<file path="config.mk">
export PLATFORM = sky130hd
export DESIGN_NAME = lsu_ctrl
export DESIGN_NICKNAME = d
export VERILOG_FILES = /design/src/rtl/lsu_pkg.sv /design/src/rtl/lsu_load_extract.sv /design/src/rtl/lsu_ctrl.sv
export SDC_FILE = /design/constraint.sdc
export NUM_CORES = 1
export LEC_CHECK = 0
export ABC_AREA = 1
export CAP_MARGIN = 15
export CELL_PAD_IN_SITES_DETAIL_PLACEMENT = 1
export CELL_PAD_IN_SITES_GLOBAL_PLACEMENT = 2
export CORE_AREA = 2 2 185 187
export DETAILED_ROUTE_END_ITERATION = 6
export DIE_AREA = 0 0 187 189
export PLACE_DENSITY_LB_ADDON = 0.1
export SLEW_MARGIN = 20
export SYNTH_ARGS = -nofsm -noshare
export SYNTH_HDL_FRONTEND = slang
export SYNTH_HIERARCHICAL = 1
export SYNTH_SLANG_ARGS = --single-unit
</file>
<file path="constraint.sdc">
create_clock -name i_clk -period 4.3 [get_ports i_clk]
set_input_delay 0.645 -clock i_clk [delete_from_list [all_inputs] [get_ports i_clk]]
set_output_delay 0.645 -clock i_clk [all_outputs]
set_load 0.03 [all_outputs]
</file>
<file path="src/rtl/lsu_pkg.sv">
// Shared types and helpers for the load/store sequencer.
package lsu_pkg;

  typedef enum logic [1:0] {
    SIZE_B = 2'd0,
    SIZE_H = 2'd1,
    SIZE_W = 2'd2
  } size_t;

  typedef enum logic [2:0] {
    ST_IDLE,
    ST_ISSUE0,
    ST_WAIT0,
    ST_ISSUE1,
    ST_WAIT1,
    ST_RESP
  } lsu_state_t;

  // Bit-lane mask of an access of the given size at byte offset 0.
  function automatic logic [31:0] lane_mask(input size_t size);
    case (size)
      SIZE_B:  return 32'h0000_00ff;
      SIZE_H:  return 32'h0000_ffff;
      default: return 32'hffff_ffff;
    endcase
  endfunction

  // Lane mask placed at its byte offset; low word is beat0, high word is
  // whatever spilled into the next word (beat1 of a split access).
  function automatic logic [63:0] rw_mask(input size_t size, input logic [1:0] off);
    return {32'h0, lane_mask(size)} << {off, 3'b000};
  endfunction

endpackage

</file>
<file path="src/rtl/lsu_load_extract.sv">
// Merges one or two read beats, aligns the addressed bytes to bit 0 and
// sign/zero-extends to 32 bits. Purely combinational.
module lsu_load_extract (
  input  logic [1:0]  off,
  input  logic [1:0]  size,
  input  logic        uns,
  input  logic [31:0] r0,
  input  logic [31:0] r1,
  output logic [31:0] data
);

  logic [63:0] merged;
  logic [31:0] word;

  // Shift the two-beat window down by the byte offset, then extend.
  always_comb begin
    merged = {r1, r0} >> {off, 3'b000};
    word   = merged[31:0];
    case (size)
      2'd0:    data = {(uns ? 24'h0 : {24{word[7]}}), word[7:0]};
      2'd1:    data = {(uns ? 16'h0 : {16{word[15]}}), word[15:0]};
      default: data = word;
    endcase
  end

endmodule

</file>
<file path="src/rtl/lsu_ctrl.sv">
// Load/store sequencer: one core request at a time, word-aligned bus beats
// with bit-lane masks, aligned/extended load return.
// Build option LSU_MISALIGNED_SPLIT_EN: split misaligned accesses into two
// beats; when undefined they are rejected with an error and no bus beat.
module lsu_ctrl
  import lsu_pkg::*;
#(
  parameter int TIMEOUT = 255
) (
  input  logic        i_clk,
  input  logic        i_rst_n,
  input  logic        i_req_valid,
  output logic        o_req_ready,
  input  logic        i_req_we,
  input  logic [31:0] i_req_addr,
  input  logic [1:0]  i_req_size,
  input  logic        i_req_unsigned,
  input  logic [31:0] i_req_wdata,
  output logic        o_rsp_valid,
  output logic [31:0] o_rsp_rdata,
  output logic        o_rsp_err,
  output logic        o_bus_valid,
  input  logic        i_bus_ready,
  output logic        o_bus_we,
  output logic [31:0] o_bus_addr,
  output logic [31:0] o_bus_mask,
  output logic [31:0] o_bus_wdata,
  input  logic        i_bus_rvalid,
  input  logic [31:0] i_bus_rdata
);

  localparam int CW = (TIMEOUT < 2) ? 1 : $clog2(TIMEOUT + 1);
  localparam logic [CW-1:0] TO_LAST = (TIMEOUT == 0) ? '0 : CW'(TIMEOUT - 1);

  lsu_state_t  state, state_nx;
  logic        we_q, uns_q, err_q;
  logic [31:0] addr_q, wdata_q, rd0_q, rdata_q;
  logic [1:0]  size_q;
  logic [CW-1:0] cnt;
  logic        to_err, load_done, last0, timed_out;
  logic        illegal, mis;
  logic [63:0] m64, w64;
  logic [31:0] base, wrot, ext_r0, ext_r1, ext_data;
  logic        beat1;

`ifdef LSU_MISALIGNED_SPLIT_EN
  logic split_q;
  assign last0  = !split_q;
  assign ext_r1 = (state == ST_WAIT1) ? i_bus_rdata : 32'h0;
`else
  assign last0  = 1'b1;
  assign ext_r1 = 32'h0;
`endif

  // Request decode (from live inputs, used on accept).
  assign illegal = (i_req_size == 2'd3);
  assign mis     = ((i_req_size == 2'd1) && (i_req_addr[1:0] == 2'd3)) ||
                   ((i_req_size == 2'd2) && (i_req_addr[1:0] != 2'd0));

  // Beat fields derived from the latched request.
  assign m64   = rw_mask(size_t'(size_q), addr_q[1:0]);
  assign w64   = {32'h0, wdata_q} << {addr_q[1:0], 3'b000};
  assign wrot  = w64[31:0] | w64[63:32];
  assign base  = {addr_q[31:2], 2'b00};
  assign beat1 = (state == ST_ISSUE1);

  assign o_req_ready = (state == ST_IDLE);
  assign o_bus_valid = (state == ST_ISSUE0) || beat1;
  assign o_bus_we    = o_bus_valid & we_q;
  assign o_bus_addr  = o_bus_valid ? (beat1 ? base + 32'd4 : base) : 32'h0;
  assign o_bus_mask  = o_bus_valid ? (beat1 ? m64[63:32] : m64[31:0]) : 32'h0;
  assign o_bus_wdata = o_bus_we ? wrot : 32'h0;
  assign o_rsp_valid = (state == ST_RESP);
  assign o_rsp_err   = o_rsp_valid & err_q;
  assign o_rsp_rdata = o_rsp_valid ? rdata_q : 32'h0;

  assign timed_out = (TIMEOUT != 0) && (cnt == TO_LAST);
  assign ext_r0    = (state == ST_WAIT0) ? i_bus_rdata : rd0_q;

  lsu_load_extract u_extract (
    .off  (addr_q[1:0]),
    .size (size_q),
    .uns  (uns_q),
    .r0   (ext_r0),
    .r1   (ext_r1),
    .data (ext_data)
  );

  // Next-state logic; to_err marks an error exit into RESP.
  always_comb begin
    state_nx  = state;
    to_err    = 1'b0;
    load_done = 1'b0;
    case (state)
      ST_IDLE: begin
        if (i_req_valid) begin
          if (illegal) begin
            state_nx = ST_RESP;
            to_err   = 1'b1;
          end
`ifndef LSU_MISALIGNED_SPLIT_EN
          else if (mis) begin
            state_nx = ST_RESP;
            to_err   = 1'b1;
          end
`endif
          else state_nx = ST_ISSUE0;
        end
      end
      ST_ISSUE0: begin
        if (i_bus_ready) begin
          if (!we_q)      state_nx = ST_WAIT0;
          else if (last0) state_nx = ST_RESP;
          else            state_nx = ST_ISSUE1;
        end else if (timed_out) begin
          state_nx = ST_RESP;
          to_err   = 1'b1;
        end
      end
      ST_WAIT0: begin
        if (i_bus_rvalid) begin
          load_done = last0;
          state_nx  = last0 ? ST_RESP : ST_ISSUE1;
        end else if (timed_out) begin
          state_nx = ST_RESP;
          to_err   = 1'b1;
        end
      end
`ifdef LSU_MISALIGNED_SPLIT_EN
      ST_ISSUE1: begin
        if (i_bus_ready) state_nx = we_q ? ST_RESP : ST_WAIT1;
        else if (timed_out) begin
          state_nx = ST_RESP;
          to_err   = 1'b1;
        end
      end
      ST_WAIT1: begin
        if (i_bus_rvalid) begin
          load_done = 1'b1;
          state_nx  = ST_RESP;
        end else if (timed_out) begin
          state_nx = ST_RESP;
          to_err   = 1'b1;
        end
      end
`endif
      ST_RESP: state_nx = ST_IDLE;
      default: state_nx = ST_IDLE;
    endcase
  end

  // State, request latch, beat0 read capture, response data and wait counter.
  always_ff @(posedge i_clk or negedge i_rst_n) begin
    if (!i_rst_n) begin
      state   <= ST_IDLE;
      we_q    <= 1'b0;
      uns_q   <= 1'b0;
      err_q   <= 1'b0;
      addr_q  <= 32'h0;
      wdata_q <= 32'h0;
      size_q  <= 2'd0;
      rd0_q   <= 32'h0;
      rdata_q <= 32'h0;
      cnt     <= '0;
`ifdef LSU_MISALIGNED_SPLIT_EN
      split_q <= 1'b0;
`endif
    end else begin
      state <= state_nx;
      if (state_nx != state) cnt <= '0;
      else if (cnt != '1)    cnt <= cnt + 1'b1;
      if (state == ST_IDLE) begin
        if (i_req_valid) begin
          we_q    <= i_req_we;
          uns_q   <= i_req_unsigned;
          addr_q  <= i_req_addr;
          wdata_q <= i_req_wdata;
          size_q  <= i_req_size;
          err_q   <= to_err;
          rdata_q <= 32'h0;
`ifdef LSU_MISALIGNED_SPLIT_EN
          split_q <= mis;
`endif
        end
      end else begin
        if (to_err) err_q <= 1'b1;
        if ((state == ST_WAIT0) && i_bus_rvalid) rd0_q <= i_bus_rdata;
        if (load_done) rdata_q <= ext_data;
      end
    end
  end

endmodule

</file>
-- After elaboration in Yosys (flattened, before gate mapping)
Index checks and enable logic that the tools add are counted.
- logic and storage cells: 83
- latch bits: 0
- output and inout port bits: 133
- register bits: 144
- bits of input ports: 105
- memories kept: 0
- memory bits (read-only): 0
- RAM bits: 0
- shift operators: 3
- reductions and logical operators: 15
- $add $sub $neg: 2
- $mul: 0
- magnitude comparators: 0
- div/mod/pow operators: 0
- bitwise gates (word level): 4
- equal/unequal tests: 13
- muxes and demuxes: 36
- operator list (kind ; number):
    2-to-1 mux 32 bit ; 10
    one-hot mux 32 bit (2 select lines) ; 2
    << shifter 32 x 5 -> 64 bit ; 2
    adder 32 x 3 -> 32 bit (second input constant) ; 1
    OR 32 bit ; 1
    right shift 32 x 5 -> 32 bit ; 1
    2-to-1 mux 24 bit ; 1
    2-to-1 mux 3 bit ; 7
    2-to-1 mux 16 bit ; 1
    2-to-1 mux 8 bit ; 2
    2-to-1 mux 1 bit ; 11
    one-hot mux 3 bit (3 select lines) ; 1
    adder 8 x 1 -> 8 bit (second input constant) ; 1
    equality test 8 bit (second input constant) ; 1
    inequality test 8 bit (second input constant) ; 1
    AND reduction 2 bit ; 4
    nonzero test 2 bit ; 4
    equality test 2 bit (second input constant) ; 3
    equality test 3 x 2 -> 1 bit (second input constant) ; 2
    equality test 2 x 1 -> 1 bit (second input constant) ; 2
    equality test 3 x 1 -> 1 bit (second input constant) ; 1
    equality test 3 bit (second input constant) ; 1
    logical AND 1 bit ; 3
    zero test 3 bit ; 1
    other kinds (7) ; 9

-- Logic depth before layout (Yosys ltp)
- depth in word-level cells: 9
- gate-level depth with buffers: 13
- gate-level depth less buffers: 12

-- Modules after synthesis
Netlist, hierarchy kept.
- by module, submodules not included (module ; instances ; area an instance (um^2) ; cells each ; sequential area each (um^2)):
    lsu_ctrl ; 1 ; 8411.8 ; 1221 ; 3603.5
    lsu_load_extract ; 1 ; 1137.3 ; 240 ; 0.0

-- Worst setup path after synthesis
OpenSTA, ideal clock, no wires.
- kind: reg2out
- from: register addr_q[0]
- to: output o_bus_mask[17]
- data arrival time: 2.505 ns
- stages on the path, launching flop included: 8
- path buffers: 3
- required time: 3.655 ns
- path slack: 1.150 ns
- cells stage by stage: dfrtp_1 clkbuf_1 clkbuf_1 a21oi_1 inv_1 o21ai_0 a311oi_1 buf_4
- cells in the longest elaborated chain, start to end: 3
- ends and longest elaborated chain (element ; RTL line ; RTL):
    from (decl) ; lsu_ctrl.sv:37 ; logic [31:0] addr_q, wdata_q, rd0_q, rdata_q;
    from (signal assigned) ; lsu_ctrl.sv:176 ; addr_q <= i_req_addr;
    << shifter 32 x 5 -> 64 bit ; lsu_pkg.sv:31 ; return {32'h0, lane_mask(size)} << {off, 3'b000};
    2-to-1 mux 32 bit (2 in a row) ; lsu_ctrl.sv:71 ; assign o_bus_mask = o_bus_valid ? (beat1 ? m64[63:32] : m64[31:0]) : 32'h0;
    to (decl) ; lsu_ctrl.sv:26 ; output logic [31:0] o_bus_mask,
Every way passes these cells.

-- Worst setup path after layout
- from: register state[2]
- to: output o_bus_wdata[29]
- cells in the longest elaborated chain, start to end: 4
- elaborated cells on any way between the ends: 5
- classes of those cells: eq/ne (2); mux (1); bitwise (1); reduce/logical (1)
- ends and longest elaborated chain (element ; RTL line ; RTL):
    from (decl) ; lsu_ctrl.sv:35 ; lsu_state_t state, state_nx;
    from (signal assigned) ; lsu_ctrl.sv:169 ; state <= state_nx;
    equality test 3 x 1 -> 1 bit / equality test 3 x 2 -> 1 bit (equally long branches) ; lsu_ctrl.sv:68, lsu_ctrl.sv:65 ;
    logical OR 1 bit (*) ; lsu_ctrl.sv:68 ; assign o_bus_valid = (state == ST_ISSUE0) || beat1;
    bitwise AND 1 bit (*) ; lsu_ctrl.sv:69 ; assign o_bus_we = o_bus_valid & we_q;
    2-to-1 mux 32 bit (*) ; lsu_ctrl.sv:72 ; assign o_bus_wdata = o_bus_we ? wrot : 32'h0;
    to (decl) ; lsu_ctrl.sv:27 ; output logic [31:0] o_bus_wdata,
Every way passes the cells marked *; elsewhere a longest branch is shown, timed or not.

==> metrics.yaml <==
layout:
  final_nets: 1767
  area_growth_pct: 32.7
  drive_gt1_share_pct: 4.84
  postLayoutCellArea_sq_um: 12700
  finalCoreUtilization_pct: 38.1
detailed_routing:
  firstDrtPassIters: 7
  drcViolationCount: 0
  wl_per_cell_um: 15.8
  ant_nets: 0
  viasPerCell: 4.57
  drt_iter0_markers: 445
  num_vias: 9702
  wl_mm: 33.5
worst_setup_path:
  critical_path_class: "reg2out"
  path_max_fanout: 32
  endpoint_kind: "primary output"
  worstPathRequired_ps: 3650
  worstPathArrival_ps: 3110
  start_kind: "flip-flop"
pwr:
  p_int_uw: 4500
  powerDensity_nw_per_um2: 718
  vdd_drop_max_uv: 358
  swShare_pct: 50.5
  p_leak_uw: 0.00552
  p_comb_share_pct: 56.3
  pwr-share-seq_pct: 27.7
  finalPower_uw: 9100
  switchingPower_uw: 4590
  power_frac_clock_pct: 16.1
yosys:
  synth-xor-area-share_pct: 0.459
  yosys_warnings: 6
  syn-instance-count: 1461
  yosysSeqAreaShare_pct: 37.7
  synth_compound_gate_area_share_pct: 15.5
  yosysUniqueCellTypes: 39
  syn-cell-area_sq_um: 9550
  synthAdderAreaFrac_pct: 0.393
  synth_mux_area_share_pct: 0
  synth_top_family_by_area: "simple AND/OR/NAND/NOR gates"
  synthSimpleGateAreaFrac_pct: 32.3
  avgSynthCellArea_sq_um: 6.54
  synth_seq_cells: 144
worst_hold_path:
  hp-class: "in2async"
grt:
  grt.met2_usage_pct: 33.0
  grt_max_degree: 100
  use_met3_pct: 4.99
  top_usage_layer: "met2"
  grt_pass1_wl_mm: 54.3
  use_met1_pct: 24.1
  track_usage_pct: 19.3
  grt_pass1_vias: 10000
  gr-total-overflow: 0
  antenna_found_initial: 6
clock_tree:
  htree_num_levels: 4
  cts_hold_buf: 0
  tritoncts: "done"
  clk_pin_slew_worst_paths_ps: 70
  post_cts_resized: 0
  cts_num_sinks: 144
  clkLatencyLatePin_ps: 440
  postCtsSetupBuffers: 0
  cts_inserted_buffers: 17
  clockRootBuffer: "clkbuf_16"
  cts_buffer_depth: 2
timing:
  fin_crit_sh_pct: 87.2
  slew_violations: 0
  finalSetupTns_ps: 0
  finalClockSkew_ps: 10.2
  relSlewSlack_pct: 32.7
  fmax_mhz: 267
  setup_viol: 0
  worst_pin_slew_ps: 1010
  min_period_ps: 3750
  hold_violations: 0
  rsz0062_at_grt: "false"
placed_design:
  gp_congestion: 0.763
  port_buffers: 235
  dpl-instance-area_sq_um: 12100
  dp_hpwl_mm: 24.5
die:
  start_util_pct: 28.7
  die-area_sq_um: 35300
  dieHeight_um: 189
  die_w_um: 187
  core_sq_um: 33300
  row_count: 67
  pin_count: 238
run_status:
  status: "completed"
run:
  timing.max_cap.violations: 0
==> metrics by stage <==
stage                     cells  setup WS (ps)  hold WS (ps)
after floorplan            1502           1150           349
after global placement     2088           1060           501
after detailed placement   2088            949           531
after CTS                  2120            454           311
after global routing       2120            251           323
final                      2122            548           257
==> cell usage after synthesis, drive strengths merged <==
cell type  number  area, sq um
inv           179          672
o21a            1         7.51
a21oi          68          340
xor2            5         43.8
a31oi           1         6.26
nand3b          1         7.51
nand2         427         1610
o211ai          1         7.51
clkbuf         41          164
a211oi         16          120
clkinv          1         3.75
o21ai         181          906
and2            2         12.5
o22ai           1         6.26
nor2          170          683
conb            1         3.75
nand3         119          653
a311oi          1         8.76
ha              3         37.5
nand4           9         62.6
buf            70          460
a22oi           7         52.6
or2             1         6.26
nor3            8         45.0
o31ai           3         22.5
dfrtp         144         3600
==> worst paths after layout <==
check / startpoint / endpoint / slack [ps] / cells past startpoint
setup / recovery: state[2] / o_bus_wdata[29] / 550 / 6
hold / removal: i_rst_n / rd0_q[12] / 260 / 1
setup reg to reg: addr_q[0] / rdata_q[31] / 1040 / 8
hold reg to reg: rd0_q[1] / rd0_q[1] / 540 / 2
max in group asynchronous: i_rst_n / rdata_q[25] / 3060 / 2
min in group i_clk: rd0_q[1] / rd0_q[1] / 540 / 2
==> per-layer routing <==
layer	routed length, um	up-vias
met5	26	-
met4	507	4
met3	1690	32
met2	16000	175
met1	15200	4554
li1	-	4937
==> cells in the final DEF (no fill, tap or decap), types with 17 or more instances in the layout <==
master	instances
clkdlybuf4s50_1	226
dfrtp_1	142
nand3_1	112
nand2_1	424
inv_1	174
nor2_1	160
clkbuf_16	17
a21oi_1	68
buf_4	20
o21ai_0	181
conb_1	42
==> final cells by class <==
type / instances / area (sq um)
tap: 448 / 561
sequential: 144 / 3610
timing repair buffer: 249 / 2460
clock buffer: 22 / 464
fill: 4258 / 20600
multi-input combinational: 1067 / 4800
inverter: 180 / 677
antenna: 2 / 5.00
clock inverter: 10 / 87.6
==> kinds of logic (layout without fill, tap and decap cells) <==
kind of cell	Yosys count	count (layout)
adder cells (fa/ha/maj)	3	3
buffers and inverters	291	461
AND/OR/NAND/NOR	737	737
other	1	44
flip-flops	144	144
XOR/XNOR	5	5
AO/OA/AOI/OAI	280	280
==> power by group through the flow <==
stage	sequential, uW	clock [uW]	combinational, uW
4_1_cts	2530	1500	5210
3_5_place_dp	2540	0	5190
2_1_floorplan	2270	0	3790
6_report	2520	1460	5120
5_1_grt	2620	1560	5780
3_3_place_gp	2520	0	5130
==> critical path, cell delays in order, from the launching register on <==
cell and delay [ps]:
dfrtp_1 410, inv_2 130, nand2_2 290, nor2_1 240
inv_1 450, a211oi_1 400, clkdlybuf4s50_1 720
==> flip-flops by register name, summed over array words and instances (netlist names) <==
signal	cells
uns_q	1
we_q	1
size_q	2
rdata_q	32
wdata_q	32
rd0_q	32
cnt	8
err_q	1
addr_q	32
state	3
(Power assumes the default switching activity.)
